**config.mk**
```make
export PLATFORM = sky130hd
export DESIGN_NAME = grf_wb_arbiter
export DESIGN_NICKNAME = d
export VERILOG_FILES = /design/src/rtl/grf_wb_arbiter.sv
export SDC_FILE = /design/constraint.sdc
export NUM_CORES = 1
export LEC_CHECK = 0
export CORE_MARGIN = 10
export CORE_UTILIZATION = 46
export CTS_CLUSTER_SIZE = 12
export DETAILED_ROUTE_END_ITERATION = 6
export PLACE_DENSITY = 0.78
export SYNTH_ARGS = -nofsm -noshare
export SYNTH_HDL_FRONTEND = slang
export SYNTH_SLANG_ARGS = --single-unit
```
**constraint.sdc**
```tcl
create_clock -name clk -period 7.6 [get_ports clk]
set_clock_uncertainty 0.15 [all_clocks]
set_input_delay 1.52 -clock clk [delete_from_list [all_inputs] [get_ports clk]]
set_output_delay 1.52 -clock clk [all_outputs]
set_load 0.02 [all_outputs]
```
**src/rtl/grf_wb_arbiter.sv**
```systemverilog
// -----------------------------------------------------------------------------
// grf_wb_arbiter
//
// Shares the register file's single write port between the main pipeline
// write-back stage and an auxiliary long-latency unit. The pipeline always
// wins. Auxiliary writes go through a small in-order queue and drain into
// write-port cycles that the pipeline leaves idle.
//
// Ports
//   clk, reset             clock, synchronous active-high reset
//   pipe_we/a3/wd/pc       pipeline write request for this cycle
//   aux_valid/a3/wd/pc     auxiliary write offer; aux_ready = queue not full
//   grf_we/a3/wd/pc        registered register-file write port (1-cycle latency)
//   q1_a/q2_a              hazard query addresses
//   q1_busy/q2_busy        query register still has a write pending
//   stall_req              queue head starved; upstream should hold pipe_we
// -----------------------------------------------------------------------------
module grf_wb_arbiter #(
    parameter int DEPTH    = 2,
    parameter int MAX_WAIT = 4
) (
    input  logic        clk,
    input  logic        reset,

    input  logic        pipe_we,
    input  logic [4:0]  pipe_a3,
    input  logic [31:0] pipe_wd,
    input  logic [31:0] pipe_pc,

    input  logic        aux_valid,
    output logic        aux_ready,
    input  logic [4:0]  aux_a3,
    input  logic [31:0] aux_wd,
    input  logic [31:0] aux_pc,

    output logic        grf_we,
    output logic [4:0]  grf_a3,
    output logic [31:0] grf_wd,
    output logic [31:0] grf_pc,

    input  logic [4:0]  q1_a,
    input  logic [4:0]  q2_a,
    output logic        q1_busy,
    output logic        q2_busy,

    output logic        stall_req
);

    localparam int AW = (DEPTH > 1) ? $clog2(DEPTH) : 1;
    localparam int WW = (MAX_WAIT > 0) ? $clog2(MAX_WAIT + 1) : 1;

    localparam logic [AW:0]   C_FULL = (AW + 1)'(DEPTH);
    localparam logic [WW-1:0] C_MAXW = WW'(MAX_WAIT);

    // ------------------------------------------------------------------
    // Queue storage
    // ------------------------------------------------------------------
    logic [4:0]  r_q_a3   [DEPTH];
    logic [31:0] r_q_wd   [DEPTH];
    logic [31:0] r_q_pc   [DEPTH];
    logic        r_q_live [DEPTH];

    logic [AW-1:0] r_wr_ptr;
    logic [AW-1:0] r_rd_ptr;
    logic [AW:0]   r_count;
    logic [WW-1:0] r_wait;

    logic        r_grf_we;
    logic [4:0]  r_grf_a3;
    logic [31:0] r_grf_wd;
    logic [31:0] r_grf_pc;

    // ------------------------------------------------------------------
    // Selection
    // ------------------------------------------------------------------
    logic w_empty;
    logic w_push;
    logic w_pop;
    logic w_pipe_sel;
    logic w_head_wr;

    assign w_empty    = (r_count == '0);
    assign aux_ready  = (r_count != C_FULL);
    assign w_push     = aux_valid && aux_ready;
    assign w_pipe_sel = pipe_we && (pipe_a3 != 5'd0);

    // A pipeline request to r0 still owns the slot, so the queue only
    // drains when pipe_we is low.
    assign w_pop      = !pipe_we && !w_empty;

    // A popped head only reaches the register file if it survived WAW
    // kills and does not target r0.
    assign w_head_wr  = w_pop && r_q_live[r_rd_ptr] && (r_q_a3[r_rd_ptr] != 5'd0);

    // ------------------------------------------------------------------
    // Write-port output register
    // ------------------------------------------------------------------
    always_ff @(posedge clk) begin
        if (reset) begin
            r_grf_we <= 1'b0;
            r_grf_a3 <= 5'd0;
            r_grf_wd <= 32'd0;
            r_grf_pc <= 32'd0;
        end else if (w_pipe_sel) begin
            r_grf_we <= 1'b1;
            r_grf_a3 <= pipe_a3;
            r_grf_wd <= pipe_wd;
            r_grf_pc <= pipe_pc;
        end else if (w_head_wr) begin
            r_grf_we <= 1'b1;
            r_grf_a3 <= r_q_a3[r_rd_ptr];
            r_grf_wd <= r_q_wd[r_rd_ptr];
            r_grf_pc <= r_q_pc[r_rd_ptr];
        end else begin
            // Nothing selected: drop the enable, hold address/data/PC.
            r_grf_we <= 1'b0;
        end
    end

    assign grf_we = r_grf_we;
    assign grf_a3 = r_grf_a3;
    assign grf_wd = r_grf_wd;
    assign grf_pc = r_grf_pc;

    // ------------------------------------------------------------------
    // Queue update: WAW kill, pop, push
    // ------------------------------------------------------------------
    always_ff @(posedge clk) begin
        if (reset) begin
            for (int i = 0; i < DEPTH; i++) begin
                r_q_a3[i]   <= 5'd0;
                r_q_wd[i]   <= 32'd0;
                r_q_pc[i]   <= 32'd0;
                r_q_live[i] <= 1'b0;
            end
        end else begin
            // An older queued write to the same register would overwrite the
            // pipeline's newer value when it drains, so it is killed here.
            if (w_pipe_sel) begin
                for (int i = 0; i < DEPTH; i++) begin
                    if (r_q_live[i] && (r_q_a3[i] == pipe_a3))
                        r_q_live[i] <= 1'b0;
                end
            end
            if (w_pop)
                r_q_live[r_rd_ptr] <= 1'b0;
            // Push comes last so an entry accepted at the same edge as a
            // matching pipeline write is treated as younger and stays live.
            // wr_ptr never aliases a stored entry because a full queue
            // refuses pushes.
            if (w_push) begin
                r_q_a3[r_wr_ptr]   <= aux_a3;
                r_q_wd[r_wr_ptr]   <= aux_wd;
                r_q_pc[r_wr_ptr]   <= aux_pc;
                r_q_live[r_wr_ptr] <= 1'b1;
            end
        end
    end

    // ------------------------------------------------------------------
    // Pointers and occupancy
    // ------------------------------------------------------------------
    always_ff @(posedge clk) begin
        if (reset) begin
            r_wr_ptr <= '0;
            r_rd_ptr <= '0;
            r_count  <= '0;
        end else begin
            if (w_push)
                r_wr_ptr <= r_wr_ptr + 1'b1;
            if (w_pop)
                r_rd_ptr <= r_rd_ptr + 1'b1;
            case ({w_push, w_pop})
                2'b10:   r_count <= r_count + 1'b1;
                2'b01:   r_count <= r_count - 1'b1;
                default: r_count <= r_count;
            endcase
        end
    end

    // ------------------------------------------------------------------
    // Starvation counter: counts edges where a non-empty queue's head was
    // blocked; saturates so a pipeline that ignores stall_req cannot wrap it.
    // ------------------------------------------------------------------
    always_ff @(posedge clk) begin
        if (reset) begin
            r_wait <= '0;
        end else if (w_empty || w_pop) begin
            r_wait <= '0;
        end else if (r_wait < C_MAXW) begin
            r_wait <= r_wait + 1'b1;
        end
    end

    assign stall_req = (r_wait >= C_MAXW) && !w_empty;

    // ------------------------------------------------------------------
    // Hazard lookups. Killed entries never write, so only live entries and
    // the write currently on the port count as pending.
    // ------------------------------------------------------------------
    logic w_q1_hit;
    logic w_q2_hit;

    always_comb begin
        w_q1_hit = 1'b0;
        w_q2_hit = 1'b0;
        for (int i = 0; i < DEPTH; i++) begin
            if (r_q_live[i] && (r_q_a3[i] == q1_a)) w_q1_hit = 1'b1;
            if (r_q_live[i] && (r_q_a3[i] == q2_a)) w_q2_hit = 1'b1;
        end
    end

    assign q1_busy = (q1_a != 5'd0) && (w_q1_hit || (r_grf_we && (r_grf_a3 == q1_a)));
    assign q2_busy = (q2_a != 5'd0) && (w_q2_hit || (r_grf_we && (r_grf_a3 == q2_a)));

endmodule

```
==> metrics.txt <==
outcome finished, final reports clean; compound-cell area share of the yosys netlist 0.100; Post-route DRC 0; share of cells above drive strength 1 0.0450; total gr overflow 0; Cell Area, Synth 9790 um2; number of DRC markers in iteration 0 586; final hold violation count 0; Total GRT Usage 0.178; critical path startpoint q1_a[1]; Avg Cell Area, Syn 11.1 um2; Rel. slew slack 0.190; Peak Freq 192 MHz; wire per inst 19.1 um; fin area 12900 um2; area grow syn2layout 32.0%; most frequent cells in the layout clkdlybuf4s50_1 (224), nand2_1 (139), and2_1 (138), edfxtp_1 (138), dfxtp_1 (79); cts hold-fix bufs 0; Synth Register Bits 218; pwr dens 273 nW/um2; post-CTS setup buffer count 0; clock latency on the worst-skew pair 0.50 ns; Clock H-tree levels 1; row cnt 53; CTS root buffer clkbuf_16; Post-synth ARST share 0; clock-pin transition on the worst setup and hold timing paths 0.06 ns; worst slew pin tran 1.21 ns; Final Core Density 0.617; IO buf count 225; CP Launch Type input pin; RSZ-0062 raised after global routing no; CTS sink cnt 218; CTS Buffer Depth 3; Arrival @ worst endpoint 3.54 ns; first-pass GRT wire length 40800 um; DR pass1 iterations 5; critical path's slowest cell clkdlybuf4s50_1; largest net degree at the start of global routing 97; Placed Cells 1322; CORE AREA 21000 um2; Synth Area in Adders 0.00256; final setup vio count 0; Post-Route WL 26100 um; DIE AREA 27500 um2; ANT nets after route 0; critical path capture point type output port; Syn Inst Count 881; hold path start grf_wd[11]$_SDFFE_PP0P_; mux contribution to synthesized area 0.0706; Final nets 1227; CP most frequent cell clkdlybuf4s50_1; leading cell type in the layout, fill and taps excluded clkdlybuf4s50_1; post-CTS sizing 0; CTS tree built; initial antenna violation count 2; syn_nets 1035; most common flop cell mapped by yosys edfxtp_1; VDD IR max 154 uV; post-synthesis xor/xnor area fraction 0.0403; main combinational cell family by area after synthesis simple AND/OR/NAND/NOR gates; Fin Setup TNS 0 ns; IO Pins 226; final max-slew violation count 0; critical path, cell by cell clkdlybuf4s50_1 > xor2_1 > nor4_1 > and3_1 > a31oi_1 > a21oi_1 > clkdlybuf4s50_1; Final period util 0.686; Finished Layout Cells 1367; die height 166 um; placed cell area 12200 um2; number of synthesized flops with an enable pin 138; Period minus WS final 5.21 ns; Final HPWL DP 17100 um; Hold WS 0.298 ns; CP max FO 4; DR vias 7200; simple-gate share of the synthesized area 0.165; Die Span X 166 um; Setup Crit Path Kind input pin to output port; vias per inst 5.27; Yosys cell types 38; Starting Density 0.467; TritonCTS Buffers 24; GPL Wtd Cong 0.809; max incr delay on CP 0.62 ns; Crit path required time 5.93 ns; Power Total 3.53 mW; Hold Path Class register to register; setup ws final 2.39 ns; vias in the first global route 7403; Place WS 2.42 ns; # Max-Cap Violations 0; filler cell count in the final layout 1728; YS warnings 0; register area share after synthesis 0.587; Leakage 4.72 nW
## cell type report
class | instances | area, um2 | share of cell area
Tap cell | 275 | 344 | 0.0266
Clock buffer | 36 | 708 | 0.0548
Clock inverter | 7 | 32.5 | 0.00252
Inverter | 5 | 18.8 | 0.00145
Timing Repair Buffer | 234 | 2310 | 0.179
Antenna cell | 2 | 5.00 | 0.000387
Multi-Input combinational cell | 590 | 3750 | 0.290
Sequential cell | 218 | 5750 | 0.445
## logic make-up (layout without fill, tap and decap cells)
family                     Yosys count  after routing
muxes                               69             69
xor gates and xnor gates            45             45
AOI/OAI and AO/OA                  154            154
buffers and inverters               73            282
adders and majority gates            2              2
other                                0              2
DFF                                218            218
and+or+nand+nor                    320            320
## where the power goes
group / switching, mW / leakage [nW] / internal [mW]
logic: 0.435 / 2.24 / 0.401
registers: 0.137 / 2.12 / 1.46
clock network: 0.452 / 0.358 / 0.641
## registers in the layout (all words and copies together), names as in the netlist, named ones only
register / count
r_q_pc: 64
r_wr_ptr: 1
r_q_a3: 10
grf_we: 1
grf_pc: 32
r_count: 2
r_q_wd: 64
r_q_live: 2
grf_wd: 32
grf_a3: 5
r_rd_ptr: 1
r_wait: 3
## worst max-delay path, delay by kind of cell
kind / cells / cell delay, ns
AO/OA/AOI/OAI: 2 / 0.20
XOR/XNOR: 1 / 0.19
AND/OR/NAND/NOR: 2 / 0.51
buffers and inverters: 2 / 1.13
## synth_stat cells (4+ instances only)
master,n,share of area
nand2_1,139,0.053
buf_2,35,0.018
a21oi_1,71,0.036
nand3_1,4,0.0020
nor4_1,10,0.0064
nor2_1,14,0.0054
dfxtp_1,80,0.16
inv_1,5,0.0019
edfxtp_1,138,0.42
xor2_1,33,0.030
and2_1,138,0.088
mux2i_1,69,0.071
o211ai_1,69,0.053
clkbuf_1,29,0.011
xnor2_1,12,0.011
## per-layer routing
| layer | global-route usage | up-vias | wire [um] | part of all wire |
|---|---|---|---|---|
| li1 | - | 3491 | - | - |
| met1 | 0.218 | 3439 | 10900 | 0.42 |
| met2 | 0.311 | 224 | 13000 | 0.50 |
| met3 | 0.0421 | 46 | 1750 | 0.067 |
| met4 | 0.0416 | 0 | 409 | 0.016 |
| met5 | 0 | - | 0 | 0 |
## final timing paths
kind | end | slack (ns) | cells past startpoint
setup / recovery | q1_busy | 2.39 | 7
hold / removal | grf_wd[11]$_SDFFE_PP0P_ | 0.30 | 2
setup reg to reg | grf_pc[31]$_SDFFE_PP0P_ | 3.95 | 7
hold reg to reg | grf_wd[11]$_SDFFE_PP0P_ | 0.30 | 2
Note: power is estimated with default switching activity, not from simulation.
